### config.mk
export PLATFORM = sky130hd
export DESIGN_NAME = neg_log_u
export DESIGN_NICKNAME = d
export VERILOG_FILES = /design/src/rtl/replica_pkg.sv /design/src/rtl/replica_exchange_test_neg_log_u.sv
export SDC_FILE = /design/constraint.sdc
export NUM_CORES = 1
export LEC_CHECK = 0
export BUFFER_PORTS_ARGS = -buffer_cell sky130_fd_sc_hd__buf_4
export CAP_MARGIN = 10
export CORE_MARGIN = 2
export CORE_UTILIZATION = 55
export DETAILED_ROUTE_END_ITERATION = 7
export PLACE_DENSITY = 0.82
export SKIP_LAST_GASP = 1
export SLEW_MARGIN = 20
export SYNTH_ARGS = -nofsm -noshare
export SYNTH_HDL_FRONTEND = slang
export SYNTH_SLANG_ARGS = --single-unit
### constraint.sdc
create_clock -name clk -period 22.3 [get_ports clk]
set_input_delay 1.115 -clock clk [delete_from_list [all_inputs] [get_ports clk]]
set_output_delay 1.115 -clock clk [all_outputs]
set_load 0.1 [all_outputs]
### src/rtl/replica_pkg.sv
// Shared types and constants for the replica-exchange salesman core:
// command encoding, exchange-tester state, fixed-point constants and the RNG step.
package replica_pkg;

  localparam int          ENERGY_W   = 24;
  localparam logic [15:0] LN2_Q16    = 16'd45426;
  localparam int          DBETA_FRAC = 8;

  typedef enum logic {
    OR0 = 1'b0,
    OR1 = 1'b1
  } command_t;

  typedef struct packed {
    command_t command;
  } opt_t;

  typedef enum logic [1:0] {
    XT_IDLE,
    XT_LATCH,
    XT_MUL,
    XT_CMP
  } xt_state_t;

  function automatic logic [31:0] xorshift32(input logic [31:0] s);
    logic [31:0] v;
    v = s ^ (s << 13);
    v = v ^ (v >> 17);
    v = v ^ (v << 5);
    return v;
  endfunction

endpackage

### src/rtl/replica_exchange_test_neg_log_u.sv
// Registered approximation of -ln(u/2^32) in unsigned Q8.8 using a
// leading-zero count plus 8 mantissa bits, scaled from log2 to ln.
module neg_log_u
  import replica_pkg::*;
(
  input  logic        clk,
  input  logic        reset,
  input  logic [31:0] u,
  output logic [15:0] l
);

  logic [5:0]  lz;
  logic [7:0]  m;
  logic [38:0] u_ext;
  logic [15:0] nlog2;
  logic [31:0] prod;

  // u_ext[i +: 8] lines up the 8 bits just below bit i of u
  assign u_ext = {u[30:0], 8'h00};

  always_comb begin
    lz = 6'd32;
    m  = 8'h00;
    for (int i = 0; i < 32; i++) begin
      if (u[i]) begin
        lz = 6'(31 - i);
        m  = u_ext[i +: 8];
      end
    end
  end

  assign nlog2 = (({10'd0, lz} + 16'd1) << 8) - {8'd0, m};
  assign prod  = {16'd0, nlog2} * {16'd0, LN2_Q16};

  always_ff @(posedge clk) begin
    if (!reset) begin
      l <= '0;
    end else if (u == '0) begin
      l <= 16'hFFFF;
    end else begin
      l <= 16'(prod >> 16);
    end
  end

endmodule

# Word level (Yosys, flattened, before mapping)
# Index checks and enable logic that the tools add are counted.
[word_totals] reg_bits=16 out_inout_bits=16 elab_cells=69
[classes] n_addsub=2 multipliers=1 n_mux=64 n_reduce_logical=1
[ops] op="$mux 8" count=31
[ops] op="$mux 6" count=32
[ops] op="$logic_not 32->1" count=1
[ops] op="$mul 16x15->31 const B" count=1
[ops] op="$mux 16" count=1
[ops] op="$sub 15x8->16" count=1
[ops] op="$add 6x1->7 const B" count=1

# Logic depth before layout (Yosys ltp)
# Gate-level depths: netlist of run 1.
[depth] ltp_word=36 mapped_depth=38 depth_no_buf=36

# Worst setup path before layout of run 1
# No wires, ideal clock.
[synth_timing] path_kind="input port to flip-flop" start="input port u[17]" end="register l[15]" t_arrival_ps=9489 required_ps=22184 slack_ps=12695 path_stages=35 n_path_buf=4 path_cell_list="buf_2 -> buf_2 -> buf_1 -> a21oi_1 -> o221a_2 -> a22oi_1 -> a31oi_1 -> o21a_1 -> clkbuf_1 -> ha_1 -> inv_1 -> nor2_1 -> a31oi_1 -> nand3_1 -> xnor2_1 -> inv_1 -> fa_1 -> fa_1 -> inv_1 -> ha_1 -> inv_1 -> fa_1 -> inv_1 -> fa_1 -> ha_1 -> ha_1 -> a21o_1 -> a2111oi_0 -> o32ai_1 -> or2_2 -> a21oi_1 -> o31a_2 -> o21bai_2 -> or4_1 -> and4_1"
[synth_via] elab_chain_cells=19
[synth_lines] element="from (decl)" line_no="replica_exchange_test_neg_log_u.sv:8" source="input logic [31:0] u,"
[synth_lines] element="$mux 6 (15 in series)" line_no="replica_exchange_test_neg_log_u.sv:25" source="if (u[i]) begin"
[synth_lines] element="$add 6x1->7" line_no="replica_exchange_test_neg_log_u.sv:32" source="assign nlog2 = (({10'd0, lz} + 16'd1) << 8) - {8'd0, m};"
[synth_lines] element="$sub 15x8->16" line_no="replica_exchange_test_neg_log_u.sv:32"
[synth_lines] element="$mul 16x15->31" line_no="replica_exchange_test_neg_log_u.sv:33" source="assign prod = {16'd0, nlog2} * {16'd0, LN2_Q16};"
[synth_lines] element="$mux 16 *" line_no="replica_exchange_test_neg_log_u.sv:38" source="end else if (u == '0) begin"
[synth_lines] element="to (signal assigned)" line_no="replica_exchange_test_neg_log_u.sv:41" source="l <= 16'(prod >> 16);"
[synth_lines] element="to (decl)" line_no="replica_exchange_test_neg_log_u.sv:9" source="output logic [15:0] l"
# Mark *: on every way between the ends. The rest lies on a longest branch, timed or not.
# A chain may end at the register's enable or synchronous reset.

# Worst setup path after layout of run 1
[layout_timing] start="input port u[30]" end="register l[15]"
[layout_via] elab_chain_cells=6
[layout_lines] element="$mux 6 (2 in series)" line_no="replica_exchange_test_neg_log_u.sv:25"
[layout_lines] element="$add 6x1->7" line_no="replica_exchange_test_neg_log_u.sv:32"
[layout_lines] element="$sub 15x8->16" line_no="replica_exchange_test_neg_log_u.sv:32"
[layout_lines] element="$mul 16x15->31" line_no="replica_exchange_test_neg_log_u.sv:33"
[layout_lines] element="$mux 16 *" line_no="replica_exchange_test_neg_log_u.sv:38"
# Marked as above.

==> impl_metrics.yaml, run 1 <==
status:
  status: "complete, no violations"
power:
  irDropWorstVdd_mv: 0.135
  powerDensity_mw_per_mm2: 171
  pwr-share-comb: 0.938
  p_seq_frac: 0.035
  p_total_mw: 1.37
  switchingPower_uw: 766
  intPower_uw: 600
  leakagePower_nw: 3.93
  switching_share: 0.561
  clkPwrFrac: 0.028
yosys:
  netlist.area_leader.share: 0.207
  syn-num-nets: 1192
  synth_top_cell_by_area: "ha_1"
  synthTopCellsByArea: "ha_1 21%, fa_1 17%, inv_1 7.5%, a21oi_1 4.8%, dfxtp_1 4.2%"
  netlist_instances: 969
  synthArstFlopShare: 0
  synth.cell_area_sq_mm: 0.00757
  synth.distinct_cells: 80
  yosys_warnings: 0
  avgSynthCellArea_sq_um: 7.81
  synth_enable_flop_cells: 0
  synth_flop_cell: "dfxtp_1"
  ys_seq_area_frac: 0.0423
  synth-seq-cells: 16
grt:
  antenna_found_initial: 1
  grtUsageTotal: 0.281
  gr-total-overflow: 0
  grt_max_degree: 27
  grt_pass1_wl_mm: 33.8
  grt_pass1_vias: 7002
floorplan:
  rows: 42
  die_w_um: 121
  coreArea_sq_mm: 0.0133
  start_util: 0.567
  die_h_um: 121
  dieArea_sq_mm: 0.0147
  boundaryPins: 50
detailed_routing:
  drcViolationCount: 0
  drtAntennaViolNets: 0
  num_vias: 7055
  viasPerCell: 6.19
  wl_per_cell_um: 17.8
  firstDrtPassIters: 5
  drt-initial-drc-count: 381
  finalWirelength_mm: 20.3
sta:
  worstMarginPinSlew_ps: 1100
  maxSlewHeadroom: 0.260
  hold_viol_final: 0
  slew_violations: 0
  layout_setup_ws_ps: 12040
  rsz0062_at_grt: "no"
  finalCritPeriodShare: 0.460
  fin_crit_ps: 10260
  setup_tns_ps: 0
  timing.fmax_mhz: 97.4
  hold-worst-slack_ps: 1190
  setup_viol: 0
worst_setup_path:
  crit_end: "l[15]"
  crit_start: "u[30]"
  critPathArrivalTime_ps: 10400
  cp-start-kind: "input port"
  cp_max_fo: 14
  crit_required_ps: 22440
  slowest_delay_ps: 690
  critPathKind: "input port to flip-flop"
  end_kind: "flip-flop"
  worst_path_max_delay_cell: "a2111oi_0"
cts:
  cts_root_buffer: "clkbuf_16"
  numCtsBuffers: 3
  holdBufCountCts: 0
  cts_tree: "built"
  ctsLongestPathBuffers: 2
  post_cts_buffers: 0
  path_clk_slew_ps: 50
  cts_sinks: 16
  cts_max_level: 1
  post_cts_resized: 0
final_layout:
  num_antenna_cells: 0
  top_regs: "l x16"
  largest_register_ffs: 16
  n_fill_cell: 1253
  fin_util: 0.598
  final_area_sq_mm: 0.00799
  multi_input_area_sq_mm: 0.00639
  final_layout_size_suffix_gt1_frac: 0.0882
  nets: 1188
  layoutNonFillerInstCount: 1140
  regArea_sq_um: 320
  regMostFlops: "l"
  syn_to_final_growth_pct: 5.47
placed_design:
  gp_congestion: 0.950
  placed_area_sq_mm: 0.00790
  dp_slack_ps: 11790
  hpwlAfterDp_mm: 16.1
  port_buffers: 49
  dpl.cell_count: 1136
worst_hold_path:
  hold_class: "input port to flip-flop"
flow_run:
  drv_cap: 0
==> power groups by stage <==
stage	clock [mW]	combinational, mW	sequential, mW
floorplan	0	0.946	0.113
global placement	0	1.24	0.0475
detailed placement	0	1.27	0.0477
CTS	0.0382	1.29	0.0477
global route	0.0396	1.48	0.0484
finish	0.0379	1.28	0.0474
==> cell usage after synthesis, types with 9 or more instances <==
cell type and number:
inv_1 152, ha_1 125, a21oi_1 72, nand2_1 67, fa_1 64, nor2_1 38, o21ai_0 34, xnor2_1 27
buf_2 24, clkbuf_1 24, a21o_1 17, dfxtp_1 16, nand3_1 16, nor3b_1 16, a211oi_1 15, nor2b_1 15
o211ai_1 15, a21boi_0 12, nor3_1 11, o2111ai_1 11, xor2_1 11, a31oi_1 10, o31ai_1 10, nand4_1 9
o21a_1 9
==> worst max-delay path, delay by kind of cell <==
family	cells	cell delay [ps]
and+or+nand+nor	5	1490
adders and majority gates	8	3140
buffers and inverters	5	580
xor gates and xnor gates	1	420
AOI/OAI and AO/OA	14	3640
==> placed cells by master, fill, tap and decap left out, drive strengths merged, types with 15 or more instances in the layout <==
cell type / n
inv: 156
ha: 125
a21oi: 74
nand2: 67
fa: 64
buf: 50
nor2: 42
o21ai: 40
xnor2: 27
a21o: 18
a21boi: 18
nor3b: 16
nand3: 16
dfxtp: 16
a211oi: 15
o211ai: 15
nor2b: 15
==> cell families (layout without fill, tap and decap cells) <==
group | after synthesis | after routing | synth area share
AOI/OAI and AO/OA | 290 | 290 | 0.268
xor gates and xnor gates | 39 | 39 | 0.0469
adders and majority gates | 189 | 189 | 0.376
buffers and inverters | 216 | 211 | 0.114
DFF | 16 | 16 | 0.0423
muxes | 3 | 3 | 0.00430
and+or+nand+nor | 216 | 216 | 0.149
==> layout make-up <==
type                            instances  share of cell area
Multi-Input combinational cell        737               0.800
Inverter                              157              0.0738
Timing Repair Buffer                   50              0.0470
Sequential cell                        16              0.0401
Tap cell                              176              0.0276
Clock buffer                            4              0.0111
==> per-layer routing <==
| metal | up-vias | wire [um] | GRT usage |
|---|---|---|---|
| met5 | - | 0 | 0 |
| met3 | 59 | 1270 | 0.0244 |
| li1 | 3407 | - | - |
| met2 | 306 | 9930 | 0.502 |
| met1 | 3283 | 8310 | 0.351 |
| met4 | 0 | 764 | 0.104 |
==> worst min path at each step <==
stage                     startpoint  endpoint  slack (ps)  cells after the start
after global placement         reset      l[5]        1430                      2
after CTS                      reset      l[5]        1190                      2
final                          reset      l[5]        1190                      2
after floorplan                reset      l[3]        1270                      1
after global routing           reset      l[5]        1200                      2
after detailed placement       reset      l[5]        1440                      2
No activity file was read; power rests on OpenSTA's default activity.
==> inputs of run 2 (changes only) <==
Settings changed: PLACE_DENSITY 0.82 to 0.85.
Clock period 22.3 ns to 8.4 ns, I/O delays scaled along.
==> run 2 against run 1 <==
  * Count of clock-buffer cells in the layout is the same
  * Final area grew 18%
  * Die area is the same
  * Critical endpoint unchanged
==> impl_metrics.yaml, run 2 (same netlist as run 1, synthesis figures left out) <==
detailed_routing:
  wl_per_cell_um: 18.3
  drt-initial-drc-count: 728
  viasPerCell: 6.26
  firstDrtPassIters: 5
  num_vias: 8111
  drtAntennaViolNets: 0
  finalWirelength_mm: 23.7
  drcViolationCount: 0
final_layout:
  final_common_cell: "buf_4"
  syn_to_final_growth_pct: 24.3
  nets: 1344
  regArea_sq_um: 320
  final_layout_size_suffix_gt1_frac: 0.242
  n_fill_cell: 1048
  largest_register_ffs: 16
  num_antenna_cells: 0
  multi_input_area_sq_mm: 0.00660
  layout_common_cells: "202 x buf_4, 150 x inv_1, 124 x ha_1"
  top_regs: "l x16"
  regMostFlops: "l"
placed_design:
  gp_congestion: 1.06
  dp_slack_ps: -266
  port_buffers: 49
  hpwlAfterDp_mm: 19.3
grt:
  grt_pass1_vias: 8092
  antenna_found_initial: 0
  gr-total-overflow: 0
  grtUsageTotal: 0.320
  grt_max_degree: 22
  grt_pass1_wl_mm: 38.4
sta:
  fin_crit_ps: 8230
  setup_viol: 0
  maxSlewHeadroom: 0.476
  hold_viol_final: 0
  rsz0062_at_grt: "yes"
  worstMarginPinSlew_ps: 780
  hold-worst-slack_ps: 490
  slew_violations: 0
  layout_setup_ws_ps: 165
  timing.fmax_mhz: 121
  finalCritPeriodShare: 0.980
worst_setup_path:
  cp_max_fo: 6
  crit_family: "adder cells"
  critPathKind: "input port to flip-flop"
  worst_path_max_delay_cell: "fa_1"
  slowest_delay_ps: 540
  cp_num_buf_inv: 4
  critPathArrivalTime_ps: 8380
  end_kind: "flip-flop"
  cp-start-kind: "input port"
  crit_required_ps: 8540
cts:
  cts_tree: "built"
  cts_sinks: 16
  cts_root_buffer: "clkbuf_16"
  ctsLongestPathBuffers: 2
  numCtsBuffers: 3
  cts_max_level: 1
  holdBufCountCts: 0
  path_clk_slew_ps: 50
floorplan:
  die_h_um: 121
  coreArea_sq_mm: 0.0133
  start_util: 0.567
  dieArea_sq_mm: 0.0147
  boundaryPins: 50
  die_w_um: 121
  rows: 42
flow_run:
  drv_cap: 0
worst_hold_path:
  hold_class: "input port to flip-flop"
status:
  status: "complete, no violations"
## run 2: changes by cell type in the layout (fill, tap and decap cells not counted), sizes merged
cell  before  now
buf       50  206
## run 2: final cells by class
cell class / instances / share of cell area
Tap cell: 176 / 0.0234
Clock buffer: 4 / 0.00944
Multi-Input combinational cell: 737 / 0.701
Inverter: 157 / 0.0626
Sequential cell: 16 / 0.0340
Timing Repair Buffer: 206 / 0.170
## run 2: path summary, 6_finish.rpt
path	from	end	slack, ps	depth (start not counted)
min	reset	l[5]	490	2
max	u[10]	l[15]	170	31
## run 2: metal layers
metal  wire, um  vias up  GRT usage
met4       1320        0      0.150
met1       8930     3781      0.381
met2      11800      492      0.573
met5          0        -          0
met3       1730      124     0.0362
li1           -     3714          -
## run 2: through the flow
stage | instances | cell area [sq um] | setup TNS, ps | util
after floorplan | 969 | 7640 | 0 | -
after global placement | 1288 | 9150 | -53.0 | 0.686
after detailed placement | 1288 | 9150 | -266 | 0.686
after CTS | 1292 | 9240 | 0 | 0.692
after global routing | 1296 | 9410 | -168 | 0.705
final | 1296 | 9410 | 0 | 0.705
## run 2: what timing repair did
item | in CTS | in global routing
buffers inserted | 0 | 4
resized for setup | 0 | 34
endpoints found under the setup margin | 0 | 8
Power of run 2 is not shown: default switching activity piles up to over one toggle a cycle in this logic, so the estimate is an artifact.
==> inputs of run 3 (changes only) <==
Settings changed: ABC_AREA set to 1.
==> run 3 against run 2 <==
  * Utilization fell by 9.8 points
  * Critical path depth is 14 higher
  * Wire length fell by 14%
==> impl_metrics.yaml, run 3 <==
worst_hold_path:
  hold_start: "reset"
  hold_class: "input port to flip-flop"
  min_to: "l[0]"
  hold_depth: 3
detailed_routing:
  top_layer: "met4"
  firstDrtPassIters: 5
  wl_met3_mm: 1.51
  wl_per_cell_um: 14.8
  drt-met1-wl_mm: 8.86
  drcViolationCount: 0
  drt-initial-drc-count: 753
  num_vias: 7922
  finalWirelength_mm: 20.5
  met2WireLength_mm: 9.66
  viasPerCell: 5.70
  drtAntennaViolNets: 0
grt:
  grt_pass1_vias: 7372
  grt_max_degree: 21
  gr-total-overflow: 0
  antenna_found_initial: 0
  grtUsageTotal: 0.280
  grt_pass1_wl_mm: 34.5
floorplan:
  coreArea_sq_mm: 0.0138
  dieArea_sq_mm: 0.0150
  die_w_um: 122
  rows: 43
  boundaryPins: 50
  start_util: 0.560
  die_h_um: 122
final_layout:
  n_fill_cell: 1295
  syn_to_final_growth_pct: 8.42
  regArea_sq_um: 320
  regMostFlops: "l"
  largest_register_ffs: 16
  final_layout_size_suffix_gt1_frac: 0.105
  layout_common_cells: "239 x nand2_1, 207 x inv_1, 125 x ha_1"
  num_antenna_cells: 0
  final_common_cell: "nand2_1"
  nets: 1433
  top_regs: "l x16"
  multi_input_area_sq_mm: 0.00638
flow_run:
  drv_cap: 0
yosys:
  netlist.area_leader.share: 0.203
  synthArstFlopShare: 0
  synth_flop_cell: "dfxtp_1"
  synth-seq-cells: 16
  yosysMostFrequentCell: "nand2_1"
  syn-num-nets: 1404
  synthTopCellsByArea: "ha_1 20%, fa_1 17%, nand2_1 12%, inv_1 10%, a21oi_1 7.3%"
  synth.top_cells.by_count: "239 x nand2_1, 210 x inv_1, 125 x ha_1"
  yosys_warnings: 0
  netlist_instances: 1181
  synth.cell_area_sq_mm: 0.00771
  ys_seq_area_frac: 0.0415
  synth_enable_flop_cells: 0
  synth.distinct_cells: 49
  avgSynthCellArea_sq_um: 6.53
  synth_top_cell_by_area: "ha_1"
worst_setup_path:
  slowest_delay_ps: 480
  cp_max_fo: 11
  crit_required_ps: 8510
  worst_path_max_delay_cell: "fa_1"
  critPathArrivalTime_ps: 7880
  cp_num_buf_inv: 6
  end_kind: "flip-flop"
  critPathKind: "input port to flip-flop"
  crit_family: "adder cells"
  cp_common_cell: "nand2_1"
  cp-start-kind: "input port"
sta:
  fin_crit_ps: 7770
  timing.fmax_mhz: 129
  slew_violations: 0
  layout_setup_ws_ps: 630
  maxSlewHeadroom: 0.598
  finalCritPeriodShare: 0.925
  setup_viol: 0
  worstMarginPinSlew_ps: 595
  hold_viol_final: 0
cts:
  cts_root_buffer: "clkbuf_16"
  cts_tree: "built"
  holdBufCountCts: 0
  cts_max_level: 1
  ctsLongestPathBuffers: 2
  numCtsBuffers: 3
  path_clk_slew_ps: 50
  cts_sinks: 16
placed_design:
  gp_congestion: 0.978
  dp_slack_ps: 28.5
  hpwlAfterDp_mm: 16.5
  port_buffers: 49
status:
  status: "complete, no violations"
## run 3: cell count changes in the layout (fill, tap and decap cells not counted), moves of 16 or more
cell / change
a21oi_1: +41
buf_4: -138
inv_1: +57
nand2_1: +174
nand3_1: +25
nor2_1: +45
nor3_1: +16
nor3b_1: -16
o21ai_0: +31
xnor2_1: -18
## run 3: what timing repair did
item                       in CTS  in global routing
resized for setup               0                 10
buffers inserted                0                  7
setup endpoints to repair       0                 14
## run 3: final cells by class
type                            instances  share of cell area
Multi-Input combinational cell        898               0.763
Inverter                              227               0.104
Tap cell                              180              0.0269
Clock buffer                            4              0.0106
Sequential cell                        16              0.0383
Timing Repair Buffer                   64              0.0575
## run 3: worst max path at each step
stage	start	endpoint	slack, ps	cells after the start
2_1_floorplan	u[5]	l[15]	890	49
3_3_place_gp	u[5]	l[15]	140	49
3_5_place_dp	u[5]	l[15]	30	49
4_1_cts	u[5]	l[15]	240	49
5_1_grt	u[5]	l[9]	-10	46
6_report	u[5]	l[10]	630	45
## run 3: through the flow
step | util | cell area, sq um | hold slack, ps | instances | TNS [ps]
2_1_floorplan | - | 7710 | 524 | 1181 | 0
3_3_place_gp | 0.593 | 8170 | 654 | 1378 | 0
3_5_place_dp | 0.593 | 8170 | 661 | 1378 | 0
4_1_cts | 0.599 | 8260 | 409 | 1382 | 0
5_1_grt | 0.607 | 8360 | 418 | 1389 | -23.4
6_report | 0.607 | 8360 | 421 | 1389 | 0
## run 3: metal layers
layer	track usage	up-vias
met3	0.0260	51
met4	0.0582	0
li1	-	3911
met2	0.481	400
met1	0.383	3560
met5	0	-
## run 3: cell families after synthesis
| kind of cell | Yosys count | share of synthesized area |
|---|---|---|
| AND/OR/NAND/NOR | 434 | 0.242 |
| buffers and inverters | 267 | 0.137 |
| AO/OA/AOI/OAI | 256 | 0.189 |
| adder cells (fa/ha/maj) | 189 | 0.369 |
| XOR/XNOR | 19 | 0.0216 |
| flip-flops | 16 | 0.0415 |
Power of run 3 is left out for the same reason.
